<file path="src/rtl/vga_timing_ctrl.sv">
// VGA raster timing on clk_50 using a derived 25 MHz pixel strobe.
// Requests each pixel one pixel ahead and registers the returned value onto the DAC outputs.
module vga_timing_ctrl #(
    parameter int H_ACTIVE = 640,
    parameter int H_FP     = 16,
    parameter int H_SYNC   = 96,
    parameter int H_BP     = 48,
    parameter int V_ACTIVE = 480,
    parameter int V_FP     = 10,
    parameter int V_SYNC   = 2,
    parameter int V_BP     = 33,
    parameter bit SYNC_POL = 1'b0
) (
    input  logic        clk_50,
    input  logic        reset_n,
    input  logic        enable,
    input  logic [11:0] px_data,
    output logic        pix_ce,
    output logic        px_req,
    output logic [9:0]  px_x,
    output logic [9:0]  px_y,
    output logic        hsync,
    output logic        vsync,
    output logic        active,
    output logic [11:0] rgb,
    output logic        frame_start
);
    localparam int H_TOTAL = H_ACTIVE + H_FP + H_SYNC + H_BP;
    localparam int V_TOTAL = V_ACTIVE + V_FP + V_SYNC + V_BP;

    // 11-bit compare constants so a 1024-wide region end does not wrap
    localparam logic [9:0]  H_LAST = 10'(H_TOTAL - 1);
    localparam logic [9:0]  V_LAST = 10'(V_TOTAL - 1);
    localparam logic [10:0] H_VIS  = 11'(H_ACTIVE);
    localparam logic [10:0] V_VIS  = 11'(V_ACTIVE);
    localparam logic [10:0] HS_BEG = 11'(H_ACTIVE + H_FP);
    localparam logic [10:0] HS_END = 11'(H_ACTIVE + H_FP + H_SYNC);
    localparam logic [10:0] VS_BEG = 11'(V_ACTIVE + V_FP);
    localparam logic [10:0] VS_END = 11'(V_ACTIVE + V_FP + V_SYNC);

    logic       run;
    logic       h_wrap;
    logic       v_wrap;
    logic [9:0] h_nxt;
    logic [9:0] v_nxt;
    logic       vis_nxt;
    logic       hs_on;
    logic       vs_on;

    always_comb begin
        h_wrap  = (px_x == H_LAST);
        v_wrap  = (px_y == V_LAST);
        h_nxt   = h_wrap ? 10'd0 : px_x + 10'd1;
        v_nxt   = px_y;
        if (h_wrap) begin
            v_nxt = v_wrap ? 10'd0 : px_y + 10'd1;
        end
        vis_nxt = ({1'b0, h_nxt} < H_VIS) && ({1'b0, v_nxt} < V_VIS);
        hs_on   = ({1'b0, px_x} >= HS_BEG) && ({1'b0, px_x} < HS_END);
        vs_on   = ({1'b0, px_y} >= VS_BEG) && ({1'b0, px_y} < VS_END);
    end

    always_ff @(posedge clk_50) begin
        if (!reset_n) begin
            pix_ce      <= 1'b0;
            run         <= 1'b0;
            px_x        <= 10'd0;
            px_y        <= 10'd0;
            px_req      <= 1'b0;
            hsync       <= ~SYNC_POL;
            vsync       <= ~SYNC_POL;
            active      <= 1'b0;
            rgb         <= 12'd0;
            frame_start <= 1'b0;
        end else begin
            pix_ce      <= ~pix_ce;
            frame_start <= 1'b0;
            if (pix_ce) begin
                run <= enable;
                if (!run) begin
                    // parked: (0,0) is always visible, so the request follows enable
                    px_x   <= 10'd0;
                    px_y   <= 10'd0;
                    px_req <= enable;
                    hsync  <= ~SYNC_POL;
                    vsync  <= ~SYNC_POL;
                    active <= 1'b0;
                    rgb    <= 12'd0;
                end else begin
                    px_x        <= h_nxt;
                    px_y        <= v_nxt;
                    px_req      <= enable & vis_nxt;
                    frame_start <= h_wrap & v_wrap;
                    active      <= px_req;
                    rgb         <= px_req ? px_data : 12'd0;
                    hsync       <= hs_on ? SYNC_POL : ~SYNC_POL;
                    vsync       <= vs_on ? SYNC_POL : ~SYNC_POL;
                end
            end
        end
    end
endmodule
</file>
<file path="config.mk">
export PLATFORM = sky130hd
export DESIGN_NAME = vga_timing_ctrl
export DESIGN_NICKNAME = d
export VERILOG_FILES = /design/src/rtl/vga_timing_ctrl.sv
export SDC_FILE = /design/constraint.sdc
export NUM_CORES = 1
export LEC_CHECK = 0
export BUFFER_PORTS_ARGS = -buffer_cell sky130_fd_sc_hd__buf_4
export CAP_MARGIN = 20
export CORE_AREA = 2 2 90 49
export DETAILED_ROUTE_END_ITERATION = 12
export DIE_AREA = 0 0 92 51
export GPL_ROUTABILITY_DRIVEN = 0
export PLACE_DENSITY_LB_ADDON = 0.25
export SYNTH_ARGS = -nofsm -noshare
export SYNTH_HDL_FRONTEND = slang
export SYNTH_SLANG_ARGS = --single-unit
export TNS_END_PERCENT = 50
</file>
<file path="constraint.sdc">
create_clock -name clk_50 -period 2.6 [get_ports clk_50]
set_clock_uncertainty 0.1 [all_clocks]
set_input_delay 0 -clock clk_50 [delete_from_list [all_inputs] [get_ports clk_50]]
set_output_delay 0 -clock clk_50 [all_outputs]
set_load 0.02 [all_outputs]
</file>
# After elaboration in Yosys (flattened, before gate mapping)
# Index checks and enable logic that the tools add are counted.
# Widths: inputs -> output; s select.
# totals
reg_bits	39
output_inout_bits	38
wordCells	40
# op_classes
add_sub_neg	2
n_lt_le_gt_ge	6
eq_ne	2
n_mux	13
bitwise_logic	3
reduce_logical	4
# op_table
cell	n
$mux 10	5
$mux 12	2
$add 10x1->10 const B	2
$eq 10x10->1 const B	2
$lt 10x10->1 const B	2
$lt 10x9->1 const B	2
$ge 10x10->1 const B	1
$ge 10x9->1 const B	1
$mux 1	6
$logic_and 1x1->1	3
$reduce_and 3->1	1
$and 1x1->1	2
$not 1->1	1

# Depth between registers and ports, before layout
# depth
depth_word	7
ltp_mapped	7
mapped_depth_nobuf	7

# Worst setup path after synthesis
# No wires, ideal clock.
# synth_timing
path_kind	register to register
start	register px_x[0]
end	register px_req
setup_ps	96
arrival_ps	2173
required_time_ps	2404
setup_slack_ps	231
path_stages_with_launch	8
cell_sequence	dfxtp_1 -> ha_1 -> nand2b_2 -> or3_4 -> buf_6 -> o31a_1 -> o221a_1 -> o41ai_2
# synth_between
elab_chain_len	6
elab_cells_between_ends	9
cone_classes	add/sub (1); order compare (2); eq/ne (1); mux (3); bitwise (1); reduce/logical (1)
# synth_rtl
item	line	rtl
start, declared	20	output logic [9:0] px_x,
start signal, assigned	90	px_x <= h_nxt;
$add 10x1->10 or $eq 10x10->1 (tied branches)	53, 51	
$mux 10, on equally long branches	53, 55	
$lt 10x10->1 or $lt 10x9->1 (tied branches)	58	vis_nxt = ({1'b0, h_nxt} < H_VIS) && ({1'b0, v_nxt} < V_VIS);
$logic_and 1x1->1 *	58	
$and 1x1->1 *	92	px_req <= enable & vis_nxt;
$mux 1 *	80	if (!run) begin
end signal, assigned	84	px_req <= enable;
end signal, assigned	92	
end, declared	19	output logic px_req,
# Every way passes the cells marked *; elsewhere a longest branch is shown, timed or not.
# A chain may end at the register's enable or synchronous reset.

# Worst setup path after layout
# Same ends and word-level chain as after synthesis.

==> results.yml <==
run_status:
  outcome: "finished, final reports clean"
min_path:
  hold-path-cell-count: 3
  timing.hold.worst.start: "px_data[2]"
  timing.hold.worst.class: "in -> reg"
  hold_end: "rgb[2]$_SDFFE_PN0P_"
power_and_ir_drop:
  total_switching_power_mw: 0.278
  power.share.switching_pct: 24.4
  p_int_mw: 0.863
  power_density_normalized_to_cell_area_mw_per_mm2: 430
  power.ir.vdd_worst_uv: 269
  sequentialPowerShare_pct: 53.3
  power.clock.fraction_pct: 39.2
  power_mw: 1.14
  combinationalPowerShare_pct: 7.5
  leakage_nw: 1.06
logic_synthesis:
  ys_async_sr_fraction_pct: 0
  yosys_most_used_dff: "dfxtp_1"
  yosys.cell_types.count: 53
  syn-num-nets: 238
  syn_area_mm2: 0.00197
  synth_top_area_share_pct: 39.7
  syn_area_per_cell_um2: 9.02
  ys_ff_latch: 39
  synth_top_area_cell: "dfxtp_1"
  synthTopCellsByArea: "dfxtp_1 (40%), a22o_1 (6.2%), nand2_1 (3.8%)"
  synth_warnings: 0
  instance_count_of_the_mapped_netlist: 218
  seq_area_frac_synth_pct: 39.7
  synth_enable_flop_cells: 0
detailed_routing:
  drc: 0
  postRouteWirelength_mm: 5.22
  avgViaCountPerCell: 5.53
  dr.first_iter.drc_count: 140
  vias: 1924
  first_pass_iters: 4
  postRouteAntennaNets: 0
  wl_per_cell_um: 15.0
finish:
  final_net_count: 310
  finalCoreUtilization_pct: 65.7
  post_route_cells_drive_above_1_share_pct: 28.5
  stdcell_area_mm2: 0.00266
  n_antenna_cell: 0
  num-fill-cells: 346
  layout.cells.non_filler: 348
  largest_reg_flops: 12
  largest-register: "rgb"
  reg.largest.list: "rgb: 12 flops, px_x: 10 flops, px_y: 10 flops"
  area_growth_syn_to_layout_pct: 35.0
floorplan:
  dieWidth_um: 92
  num_io_pins: 53
  core_region_area_mm2: 0.00404
  initial_core_utilization_pct: 48.7
  rows: 17
  dieHeight_um: 51
  design.die.area_mm2: 0.00469
timing:
  final_max_slew_viol_count: 0
  max_freq_ghz: 0.410
  finalSetupViolCount: 0
  shortest_period_the_worst_path_allows_ns: 2.44
  report.final.hold_viol_count: 0
  tightest_slew_ns: 0.675
  slew_headroom_pct: 54.9
  rsz_0062_raised_after_global_routing: "no"
  finalSetupTns_ns: 0
  timing.final.crit_share_pct: 93.9
critical_path:
  slowest_delay_ns: 0.65
  critical-path-slowest-cell: "or4_2"
  cp-end-kind: "register"
  worst_path_dominant_cell_family: "simple AND/OR/NAND/NOR gates"
  setup.reg_to_reg.worst_slack_ns: 0.16
  crit-reg2reg-launch: "px_x[0]$_SDFFE_PN0P_"
  worst-endpoint-required_ns: 2.69
  worst-path-max-fanout: 11
  worstPathBufferInverterCount: 0
  cp_data_arrival_time_ns: 2.53
  timing_worst_setup_path_type: "reg -> reg"
  crit-reg2reg-capture: "px_req$_SDFFE_PN0P_"
  timing.reg2reg.worst_path_depth: 6
  path_cells: "ha_1 -> nand2b_2 -> or3_4 -> or4_2 -> a21oi_1 -> o41ai_2"
  worstSetupStartpointType: "register"
clock_network:
  cts.path.max_buffers: 2
  cts_htree_levels: 2
  tritoncts_clock_tree: "built"
  clkTransAtPathRegs_ns: 0.08
  cts.root.buffer_cell: "clkbuf_8"
  post-cts-setup-buffer-count: 0
  clock_latency_of_the_later_clocked_register_in_the_worst_skew_pair_ns: 0.30
  cts_made_buffers: 5
  cts.sink_count: 39
grt:
  global_route_wire_length_before_repair_mm: 8.28
  all_layer_global_routing_usage_pct: 23.0
  grt-ovfl-total: 0
  grt_antenna_before_repair: 0
  grt_pass1_vias: 1597
  maximum_number_of_pins_on_one_net_before_global_route_repair: 23
place:
  dpl.hpwl_mm: 3.51
  port_buffers: 52
  place.detailed.instances: 325
  placed_cell_area_mm2: 0.00241
run:
  cap_viol_max_count: 0
-- area by class of cell --
class                      instances  area, um^2  area share, %
multi-input combinational        156        1050           39.6
clock buffer                       6        82.6           3.11
clock inverter                     2        16.3          0.613
timing repair buffer              76         608           22.9
tap                               57        71.3           2.69
sequential                        39         781           29.4
inverter                          12        45.0           1.70
-- cells in the mapped netlist, types with 5 or more instances --
cell       n
dfxtp_1   39
nand2_1   20
a22o_1    14
o21ai_0   13
inv_1     12
nor2_1    11
a21oi_1    8
nor3_1     8
nand3_1    7
clkbuf_1   6
nand4_1    6
ha_1       5
o31ai_1    5
-- cells by family (layout without fill, tap and decap cells) --
kind of cell,Yosys count,count (layout),share of synthesized area [%]
AND/OR/NAND/NOR,81,81,23.0
AO/OA/AOI/OAI,62,62,23.5
flip-flops,39,39,39.7
buffers and inverters,23,96,6.87
adder cells (fa/ha/maj),5,5,3.18
XOR/XNOR,5,5,2.23
multiplexers,3,3,1.53
-- what timing repair did --
item | 4_1_cts | 5_1_grt
hold endpoints to repair | 22 | 0
resized for setup | 0 | 0
hold buffers | 15 | 0
-- power by group through the flow --
| stage | Combinational, mW | Clock (mW) | Sequential, mW |
|---|---|---|---|
| final | 0.0855 | 0.447 | 0.609 |
| after global routing | 0.0923 | 0.483 | 0.610 |
| after CTS | 0.0843 | 0.456 | 0.609 |
| after detailed placement | 0.0663 | 0 | 0.623 |
| after global placement | 0.0658 | 0 | 0.623 |
| after floorplan | 0.0296 | 0 | 0.624 |
-- routing by layer --
metal  wire length, um  GRT usage [%]  up-vias
met5                 0              0        -
met4                64           7.71        0
met3               490           7.67        7
met2              1990           29.3       87
met1              2670           35.3      882
li1                  -              -      948
-- worst min-delay path: cells and delay by family --
kind	cells	cell delay [ns]
AO/OA/AOI/OAI	1	0.10
buffers and inverters	2	0.61
-- how the worst max path moves through the flow --
stage / cells past startpoint / start / endpoint / slack [ns]
3_5_place_dp: 6 / px_x[0]$_SDFFE_PN0P_ / px_req$_SDFFE_PN0P_ / 0.18
3_3_place_gp: 6 / px_x[0]$_SDFFE_PN0P_ / px_req$_SDFFE_PN0P_ / 0.27
5_1_grt: 6 / px_x[0]$_SDFFE_PN0P_ / px_req$_SDFFE_PN0P_ / 0.03
2_1_floorplan: 7 / px_x[0]$_SDFFE_PN0P_ / px_req$_SDFFE_PN0P_ / 0.23
6_report: 6 / px_x[0]$_SDFFE_PN0P_ / px_req$_SDFFE_PN0P_ / 0.16
4_1_cts: 6 / px_x[0]$_SDFFE_PN0P_ / px_req$_SDFFE_PN0P_ / 0.16
-- placed cells by master (no fill, tap or decap), types with 2 or more instances in the layout --
master / instances
buf_4: 61
dfxtp_1: 39
nand2_1: 20
dlygate4sd3_1: 15
a22o_1: 14
o21ai_0: 13
inv_1: 12
nor2_1: 11
nor3_1: 8
a21oi_1: 8
nand3_1: 7
nand4_1: 6
clkbuf_8: 6
o31ai_1: 5
ha_1: 5
xor2_1: 4
nand3b_1: 4
nor2b_1: 4
nor4_1: 3
mux2i_1: 3
or3_2: 3
a21boi_0: 3
nand4b_1: 2
and3_1: 2
and2_1: 2
a221oi_1: 2
o41ai_1: 2
a211o_2: 2
a31oi_1: 2
-- per-stage QoR --
step	setup slack, ns	hold slack [ns]
floorplan	0.231	0.0257
global placement	0.275	0.109
detailed placement	0.181	0.115
CTS	0.161	0.338
global route	0.0329	0.351
finish	0.158	0.342
Note: power is estimated with default switching activity, not from simulation.
